<file path="config.mk">
export PLATFORM = sky130hd
export DESIGN_NAME = deserializer
export DESIGN_NICKNAME = d
export VERILOG_FILES = /design/src/rtl/deserializer_pkg.sv /design/src/rtl/deser_out_stage.sv /design/src/rtl/deserializer.sv
export SDC_FILE = /design/constraint.sdc
export NUM_CORES = 1
export LEC_CHECK = 0
export ABC_AREA = 1
export CELL_PAD_IN_SITES_DETAIL_PLACEMENT = 0
export CELL_PAD_IN_SITES_GLOBAL_PLACEMENT = 1
export CORE_MARGIN = 2
export CORE_UTILIZATION = 41
export CTS_CLUSTER_DIAMETER = 30
export DETAILED_ROUTE_END_ITERATION = 8
export PLACE_DENSITY = 0.82
export SKIP_CTS_REPAIR_TIMING = 1
export SKIP_LAST_GASP = 1
export SYNTH_ARGS = -nofsm -noshare
export SYNTH_HDL_FRONTEND = slang
export SYNTH_HIERARCHICAL = 1
export SYNTH_SLANG_ARGS = --single-unit
</file>
<file path="constraint.sdc">
create_clock -name clock -period 2.7 [get_ports clock]
set_clock_uncertainty 0.05 [all_clocks]
set_input_delay 0.675 -clock clock [delete_from_list [all_inputs] [get_ports clock]]
set_output_delay 0.675 -clock clock [all_outputs]
set_load 0.01 [all_outputs]
</file>
<file path="src/rtl/deserializer_pkg.sv">
// Shared definitions for the serial link endpoints.
// The serializer and the deserializer both import this package. This keeps the
// bit-counter width derivation the same on both ends of the wire.
package deserializer_pkg;

  // Receive FSM encoding: idle line, or a word partially shifted in
  typedef enum logic {
    ST_IDLE  = 1'b0,
    ST_SHIFT = 1'b1
  } deser_state_t;

  // Ceiling log2, usable in parameter defaults
  function automatic int clog2(input int value);
    int result;
    int remaining;
    result    = 0;
    remaining = value - 1;
    while (remaining > 0) begin
      result    = result + 1;
      remaining = remaining >> 1;
    end
    return result;
  endfunction

endpackage

</file>
<file path="src/rtl/deser_out_stage.sv">
// One-entry holding register that presents received words to the consumer.
// A word that completes while an unconsumed word is still held and not being
// taken is dropped, and overrun pulses for one cycle. A completion on the same
// edge as a handshake replaces the word, so data_valid stays high.
module deser_out_stage #(
  parameter int DATA_WIDTH = 8
) (
  input  logic                  clock,
  input  logic                  reset_n,
  input  logic                  i_load,
  input  logic [DATA_WIDTH-1:0] i_word,
  input  logic                  i_ready,
  output logic [DATA_WIDTH-1:0] o_data,
  output logic                  o_valid,
  output logic                  o_overrun
);

  logic [DATA_WIDTH-1:0] r_data;
  logic                  r_valid;
  logic                  r_overrun;
  logic                  w_space;

  assign w_space = !r_valid || i_ready;

  // Load, hold, drop or release the held word; overrun marks a dropped completion
  always_ff @(posedge clock or negedge reset_n) begin
    if (!reset_n) begin
      r_data    <= '0;
      r_valid   <= 1'b0;
      r_overrun <= 1'b0;
    end else begin
      r_overrun <= 1'b0;
      if (i_load) begin
        if (w_space) begin
          r_data  <= i_word;
          r_valid <= 1'b1;
        end else begin
          r_overrun <= 1'b1;
        end
      end else if (r_valid && i_ready) begin
        r_valid <= 1'b0;
      end
    end
  end

  assign o_data    = r_data;
  assign o_valid   = r_valid;
  assign o_overrun = r_overrun;

endmodule

</file>
<file path="src/rtl/deserializer.sv">
// Receive side of the single-wire serial link: shifts in DATA_WIDTH bits, LSB
// first, one per clock while serial_valid is high, and hands each finished word
// to the deser_out_stage holding register.
// Optional feature macro: DESERIALIZER_FRAME_CHECK_EN adds the sticky
// frame_error output (short frames, and a low line while idle).
module deserializer
  import deserializer_pkg::*;
#(
  parameter int DATA_WIDTH   = 8,
  parameter int COUNTER_SIZE = clog2(DATA_WIDTH) + 1
) (
  input  logic                  clock,
  input  logic                  reset_n,
  input  logic                  serial_in,
  input  logic                  serial_valid,
  output logic [DATA_WIDTH-1:0] data_out,
  output logic                  data_valid,
  input  logic                  data_ready,
  output logic                  busy,
  output logic                  overrun
`ifdef DESERIALIZER_FRAME_CHECK_EN
  ,
  output logic                  frame_error
`endif
);

  deser_state_t          r_state;
  deser_state_t          w_next_state;
  logic [COUNTER_SIZE-1:0] r_count;
  logic [COUNTER_SIZE-1:0] w_next_count;
  logic [DATA_WIDTH-1:0]   r_shreg;
  logic [DATA_WIDTH-1:0]   w_next_shreg;
  logic [DATA_WIDTH-1:0]   w_word;
  logic                    w_complete;

  // The incoming bit enters at the top, so after DATA_WIDTH shifts bit 0 is the first bit
  assign w_word = {serial_in, r_shreg[DATA_WIDTH-1:1]};

  // State, bit counter and shift register
  always_ff @(posedge clock or negedge reset_n) begin
    if (!reset_n) begin
      r_state <= ST_IDLE;
      r_count <= '0;
      r_shreg <= '0;
    end else begin
      r_state <= w_next_state;
      r_count <= w_next_count;
      r_shreg <= w_next_shreg;
    end
  end

  // Next-state logic: sample while serial_valid is high, finish on bit DATA_WIDTH, drop short frames
  always_comb begin
    w_next_state = r_state;
    w_next_count = r_count;
    w_next_shreg = r_shreg;
    w_complete   = 1'b0;
    case (r_state)
      ST_IDLE: begin
        if (serial_valid) begin
          w_next_state = ST_SHIFT;
          w_next_count = COUNTER_SIZE'(1);
          w_next_shreg = w_word;
        end
      end
      ST_SHIFT: begin
        if (serial_valid) begin
          w_next_shreg = w_word;
          if (r_count == COUNTER_SIZE'(DATA_WIDTH - 1)) begin
            w_complete   = 1'b1;
            w_next_count = '0;
            w_next_state = ST_IDLE;
          end else begin
            w_next_count = r_count + COUNTER_SIZE'(1);
          end
        end else begin
          w_next_state = ST_IDLE;
          w_next_count = '0;
          w_next_shreg = '0;
        end
      end
      default: begin
        w_next_state = ST_IDLE;
        w_next_count = '0;
        w_next_shreg = '0;
      end
    endcase
  end

  assign busy = (r_state == ST_SHIFT);

  deser_out_stage #(
    .DATA_WIDTH(DATA_WIDTH)
  ) u_out_stage (
    .clock     (clock),
    .reset_n   (reset_n),
    .i_load    (w_complete),
    .i_word    (w_word),
    .i_ready   (data_ready),
    .o_data    (data_out),
    .o_valid   (data_valid),
    .o_overrun (overrun)
  );

`ifdef DESERIALIZER_FRAME_CHECK_EN
  logic r_frame_error;

  // Sticky flag: a frame ended early, or the line was low while no frame was in progress
  always_ff @(posedge clock or negedge reset_n) begin
    if (!reset_n) begin
      r_frame_error <= 1'b0;
    end else if (!serial_valid && ((r_state == ST_SHIFT) || !serial_in)) begin
      r_frame_error <= 1'b1;
    end
  end

  assign frame_error = r_frame_error;
`endif

endmodule
</file>
# ---- Word level (Yosys, flattened, before mapping)
# Cells that the tools add are included.
dict set report totals {
  reg_bits 23
  latchBits 0
  ramBits 0
  rom_bits 0
  output_inout_bits 11
  elab_cells 36
  memories 0
}
dict set report classes {
  add_sub_neg 1
  mul 0
  div_mod_pow 0
  n_lt_le_gt_ge 0
  n_eq_ne 3
  n_shift 0
  n_mux 19
  n_bitwise 1
  reduce_logical 6
}
# operator n
set op_table {}
lappend op_table {{$mux W8} 2}
lappend op_table {{$pmux W8 S2} 1}
lappend op_table {{$mux W4} 3}
lappend op_table {{$mux W1} 11}
lappend op_table {{$pmux W4 S2} 1}
lappend op_table {{$add A4 B1 Y4 const B} 1}
lappend op_table {{$eq A4 B3 Y1 const B} 1}
lappend op_table {{$ne A2 B2 Y1 const B} 2}
lappend op_table {{$reduce_and A2 Y1} 2}
lappend op_table {{$pmux W1 S2} 1}
lappend op_table {{$reduce_bool A2 Y1} 1}
lappend op_table {{$logic_and A1 B1 Y1} 1}
lappend op_table {{$logic_not A1 Y1} 1}
lappend op_table {{$logic_or A1 B1 Y1} 1}
lappend op_table {{$not A1 Y1} 1}

# ---- Depth between registers and ports, before layout
dict set report logic_depth {
  word_depth 6
  ltp_mapped 9
}

# ---- By module
# Netlist, hierarchy kept.
# mod n_inst cells_per_inst area_per_inst_um2 seq_area_each_um2
set by_module_without_submodules {}
lappend by_module_without_submodules {deserializer 1 57 525.5 300.3}
lappend by_module_without_submodules {deser_out_stage 1 42 459.2 250.2}

# ---- Worst setup path before layout
# Ideal clock, no wire load.
dict set report synth_path {
  kind {reg-to-reg}
  startpoint {register r_count[0]}
  endpoint {register u_out_stage.r_data[0], in the netlist u_out_stage/o_data[0]}
  setup_ns 0.117
  t_arrival_ns 1.212
  required_time_ns 2.533
  slack_ns 1.321
  path_stages_with_launch 10
  n_path_buf 1
  path_cell_list {dfrtp_1 ha_1 nand2_2 nor2_4 inv_2 nor2_1 buf_6 nand2_4 nand2_1 nand2_1}
}
dict set report synth_between {
  elab_chain_cells 5
}
# element line_no
set synth_lines {}
lappend synth_lines {{from (decl)} deserializer.sv:29} ;# logic [COUNTER_SIZE-1:0] r_count;
lappend synth_lines {{from (signal assigned)} deserializer.sv:47} ;# r_count <= w_next_count;
lappend synth_lines {{$eq A4 B3 Y1} deserializer.sv:69} ;# if (r_count == COUNTER_SIZE'(DATA_WIDTH - 1)) begin
lappend synth_lines {{$mux W1} deserializer.sv:69}
lappend synth_lines {{$mux W1} deserializer.sv:67} ;# if (serial_valid) begin
lappend synth_lines {{$mux W1} deserializer.sv:58} ;# case (r_state)
lappend synth_lines {{via w_complete} deserializer.sv:34} ;# logic w_complete;
lappend synth_lines {{$reduce_and A2 Y1 (no source line)} n/a}
lappend synth_lines {{to (signal assigned)} deser_out_stage.sv:35} ;# r_data <= i_word;
lappend synth_lines {{to (decl)} deser_out_stage.sv:18} ;# logic [DATA_WIDTH-1:0] r_data;
# The timed path passes the listed nets, and every way through them passes these cells.
# A chain may end at the register's enable or synchronous reset.

# ---- Worst setup path in the final report
dict set report layout_path {
  startpoint {register r_state, in the netlist busy}
  endpoint {output port busy}
}
# element line_no
set layout_lines {}
lappend layout_lines {{from (decl)} deserializer.sv:27} ;# deser_state_t r_state;
lappend layout_lines {{from (signal assigned)} deserializer.sv:46} ;# r_state <= w_next_state;
lappend layout_lines {{to (decl)} deserializer.sv:19} ;# output logic busy,
# No word-level cell between the ends.

==> metrics.md <==
| Metric | Value |
|---|---|
| Crit-path slowest cell | `clkdlybuf4s50_1` |
| Multiplexer share of the synthesized area | `0%` |
| Cells after Synth | `99` |
| Pins Over Slew Limit | `0` |
| CP delay by family, top | `buffers and inverters` |
| Drt total wl | `between 1500 and 2000 µm` |
| CP Capture Type | `primary output` |
| Cell count after placement | `~140` |
| Root cell of the clock tree | `clkbuf_4` |
| Area post-placement | `between 1000 and 1500 µm²` |
| DRT antenna net count | `0` |
| Syn-to-layout area delta | `20.8%` |
| Final nets | `125` |
| DRT Pass-1 Iters | `4` |
| Simple-Gate Fraction of Synth Area | `about 28%` |
| Reg2reg start | `r_count[0]` |
| Top cells by area, synth | `dfrtp_1, nand2_1, nand3_2` |
| Worst Path Required | `1.98 ns` |
| Hold Path Class | `reg2reg` |
| Initial DRC Count | `18` |
| Cell Chain, Critical Path | `clkdlybuf4s50_1` |
| Status | `finished, final reports clean` |
| Leak | `0.578 nW` |
| Unique masters post-synth | `19` |
| WS Path Type | `reg2out` |
| Gpl congestion | `about 0.73` |
| Main combinational cell family by area after synthesis | `simple AND/OR/NAND/NOR gates` |
| Hold WS | `approximately 0.44 ns` |
| Fmax | `approximately 480 MHz` |
| Worst endpoint data arrival time | `~1.4 ns` |
| Grt met3 use | `under 10%` |
| Syn avg cell area | `between 9 and 10 µm²` |
| Die Wd | `between 50 and 60 µm` |
| Syn Nets | `105` |
| Core area | `around 2200 µm²` |
| Yosys warns | `6` |
| Rel. slew slack | `around four fifths` |
| IR drop worst, VDD | `between 300 and 400 µV` |
| Number of port buffers | `15` |
| GR Util met2 | `25.8%` |
| Vias in the first global route | `between 700 and 800` |
| Htree depth | `1` |
| Min Tclk post-route | `roughly 2.1 ns` |
| Met1 Use GR | `between 20% and 30%` |
| Rows | `17` |
| Post-DP HPWL | `1270 µm` |
| Fill cells | `200` |
| Final setup fails | `0` |
| Drt wl/cell | `approximately 12 µm` |
| Synth Area in Adders | `~1.3%` |
| CTS clk-pin slew, worst paths | `~0.12 ns` |
| Worst skew pair latency | `0.30 ns` |
| Gr busiest metal | `met2` |
| Grt total ovfl | `0` |
| WHS Endpoint | `u_out_stage/o_data[0]` |
| Synth Area in Compound Gates | `under 10%` |
| Hold path depth | `2` |
| Min-delay src | `u_out_stage/o_data[0]` |
| Cell Area, Synth | `between 900 and 1000 µm²` |
| Vias | `between 700 and 800` |
| Die ar. | `2810 µm²` |
| Reg2reg end | `u_out_stage/o_data[4]` |
| Largest net degree at the start of global routing | `23` |
| Worst slack at placement | `about 0.63 ns` |
| R2R cell count | `9` |
| I/O pin count | `16` |
| Num CTS Buffers | `3` |
| Share of the yosys chip area belonging to registers | `about 56%` |
| XOR/XNOR Fraction of Synth Area | `0%` |
| Final WS setup | `just over 0.6 ns` |
| Total GRT Usage | `between 10% and 20%` |
| Max_cap viols | `0` |
| Setup TNS | `0 ns` |
| Clock sink count | `22` |
| Multi-input logic area | `348 µm²` |
| Cell area after layout | `roughly 1200 µm²` |
| Final Core Density | `a little over half` |
| Final worst-path cycle share | `77.3%` |
| R2R setup slack | `~1.1 ns` |
| Max incr delay on CP | `between 0.5 and 0.6 ns` |
| Antenna Cells | `0` |
| CTS tree | `done` |
| DRC Markers | `0` |
| Power density over the cells | `~500 nW/µm²` |
| Initial antenna violation count | `0` |
| Worst-path maximum fanout | `7` |
| Flops & latches, synth | `22` |
| Reg area | `551 µm²` |
| Share of layout cells above drive strength 1 | `between 10% and 20%` |
| Via-to-Cell Ratio | `4.86` |
| Area leader, netlist | `dfrtp_1` |
| Buffer depth of the longest clock path | `2` |
| Die Ht | `around 53 µm` |
| RSZ-0062 raised after global routing | `false` |
| Final hold vios | `0` |
| Starting density of the core | `~44%` |
| Buf/Inv on CP | `1` |
| CP Launch Type | `register` |
| First-pass GRT wire length | `~3200 µm` |
| Post-synth top area share | `a little under three fifths` |
| Worst-margin pin slew | `roughly 0.27 ns` |
| Total power | `0.592 mW` |
| Post-route insts no fill | `146` |
## metal layers
layer  up-vias  share of wire (%)
met1       332                 48
met5         -                  0
li1        357                  -
met4         0               0.87
met3         2                5.0
met2        18                 46
## cells in the mapped netlist
| cell type | number |
|---|---|
| a21oi_1 | 2 |
| buf_12 | 1 |
| buf_6 | 1 |
| dfrtp_1 | 22 |
| ha_1 | 1 |
| inv_1 | 11 |
| inv_2 | 2 |
| inv_4 | 1 |
| nand2_1 | 26 |
| nand2_2 | 1 |
| nand2_4 | 3 |
| nand3_1 | 4 |
| nand3_2 | 8 |
| nand4_1 | 1 |
| nor2_1 | 5 |
| nor2_4 | 1 |
| o21ai_0 | 1 |
| o21ai_1 | 3 |
| o22ai_1 | 5 |
## power breakdown
part	switching (mW)	total, mW	internal, mW	leakage, nW
Combinational	0.0313	0.0563	0.0250	0.259
Sequential	0.0150	0.359	0.344	0.298
Clock	0.0945	0.177	0.0822	0.0210
## flip-flops by register name, summed over array words and instances, names as in the netlist
name,cells
u_out_stage/o_overrun,1
r_count,4
u_out_stage/o_valid,1
u_out_stage/o_data,8
r_shreg,7
busy,1
## how the worst max path moves through the flow
stage / startpoint / to / slack (ns) / cells past startpoint
5_1_grt: busy / busy / 0.53 / 1
4_1_cts: busy / busy / 0.61 / 1
6_report: busy / busy / 0.61 / 1
3_3_place_gp: serial_valid / u_out_stage/o_data[3] / 0.67 / 7
2_1_floorplan: r_count[0] / u_out_stage/o_data[0] / 1.32 / 9
3_5_place_dp: serial_valid / u_out_stage/o_data[4] / 0.63 / 7
## cell usage in the layout (no fill, tap or decap), types with 3 or more instances in the layout
cell type	netlist	routed
nand3_1	4	4
nand2_4	3	3
nand3_2	8	8
o22ai_1	5	5
inv_1	11	11
dfrtp_1	22	22
nand2_1	26	26
nor2_1	5	5
o21ai_1	3	3
clkdlybuf4s50_1	0	15
clkbuf_4	0	3
## logic make-up after synthesis
| group | count (synthesis) |
|---|---|
| adder cells (fa/ha/maj) | 1 |
| flip-flops | 22 |
| buffers and inverters | 16 |
| AO/OA/AOI/OAI | 11 |
| AND/OR/NAND/NOR | 49 |
## layout make-up
| cell class | count | area share (%) |
|---|---|---|
| Tap cell | 28 | 2.94 |
| Sequential cell | 22 | 46.3 |
| Multi-Input combinational cell | 61 | 29.2 |
| Clock buffer | 4 | 3.05 |
| Timing Repair Buffer | 17 | 13.9 |
| Inverter | 14 | 4.63 |
Note: power is estimated with default switching activity, not from simulation.
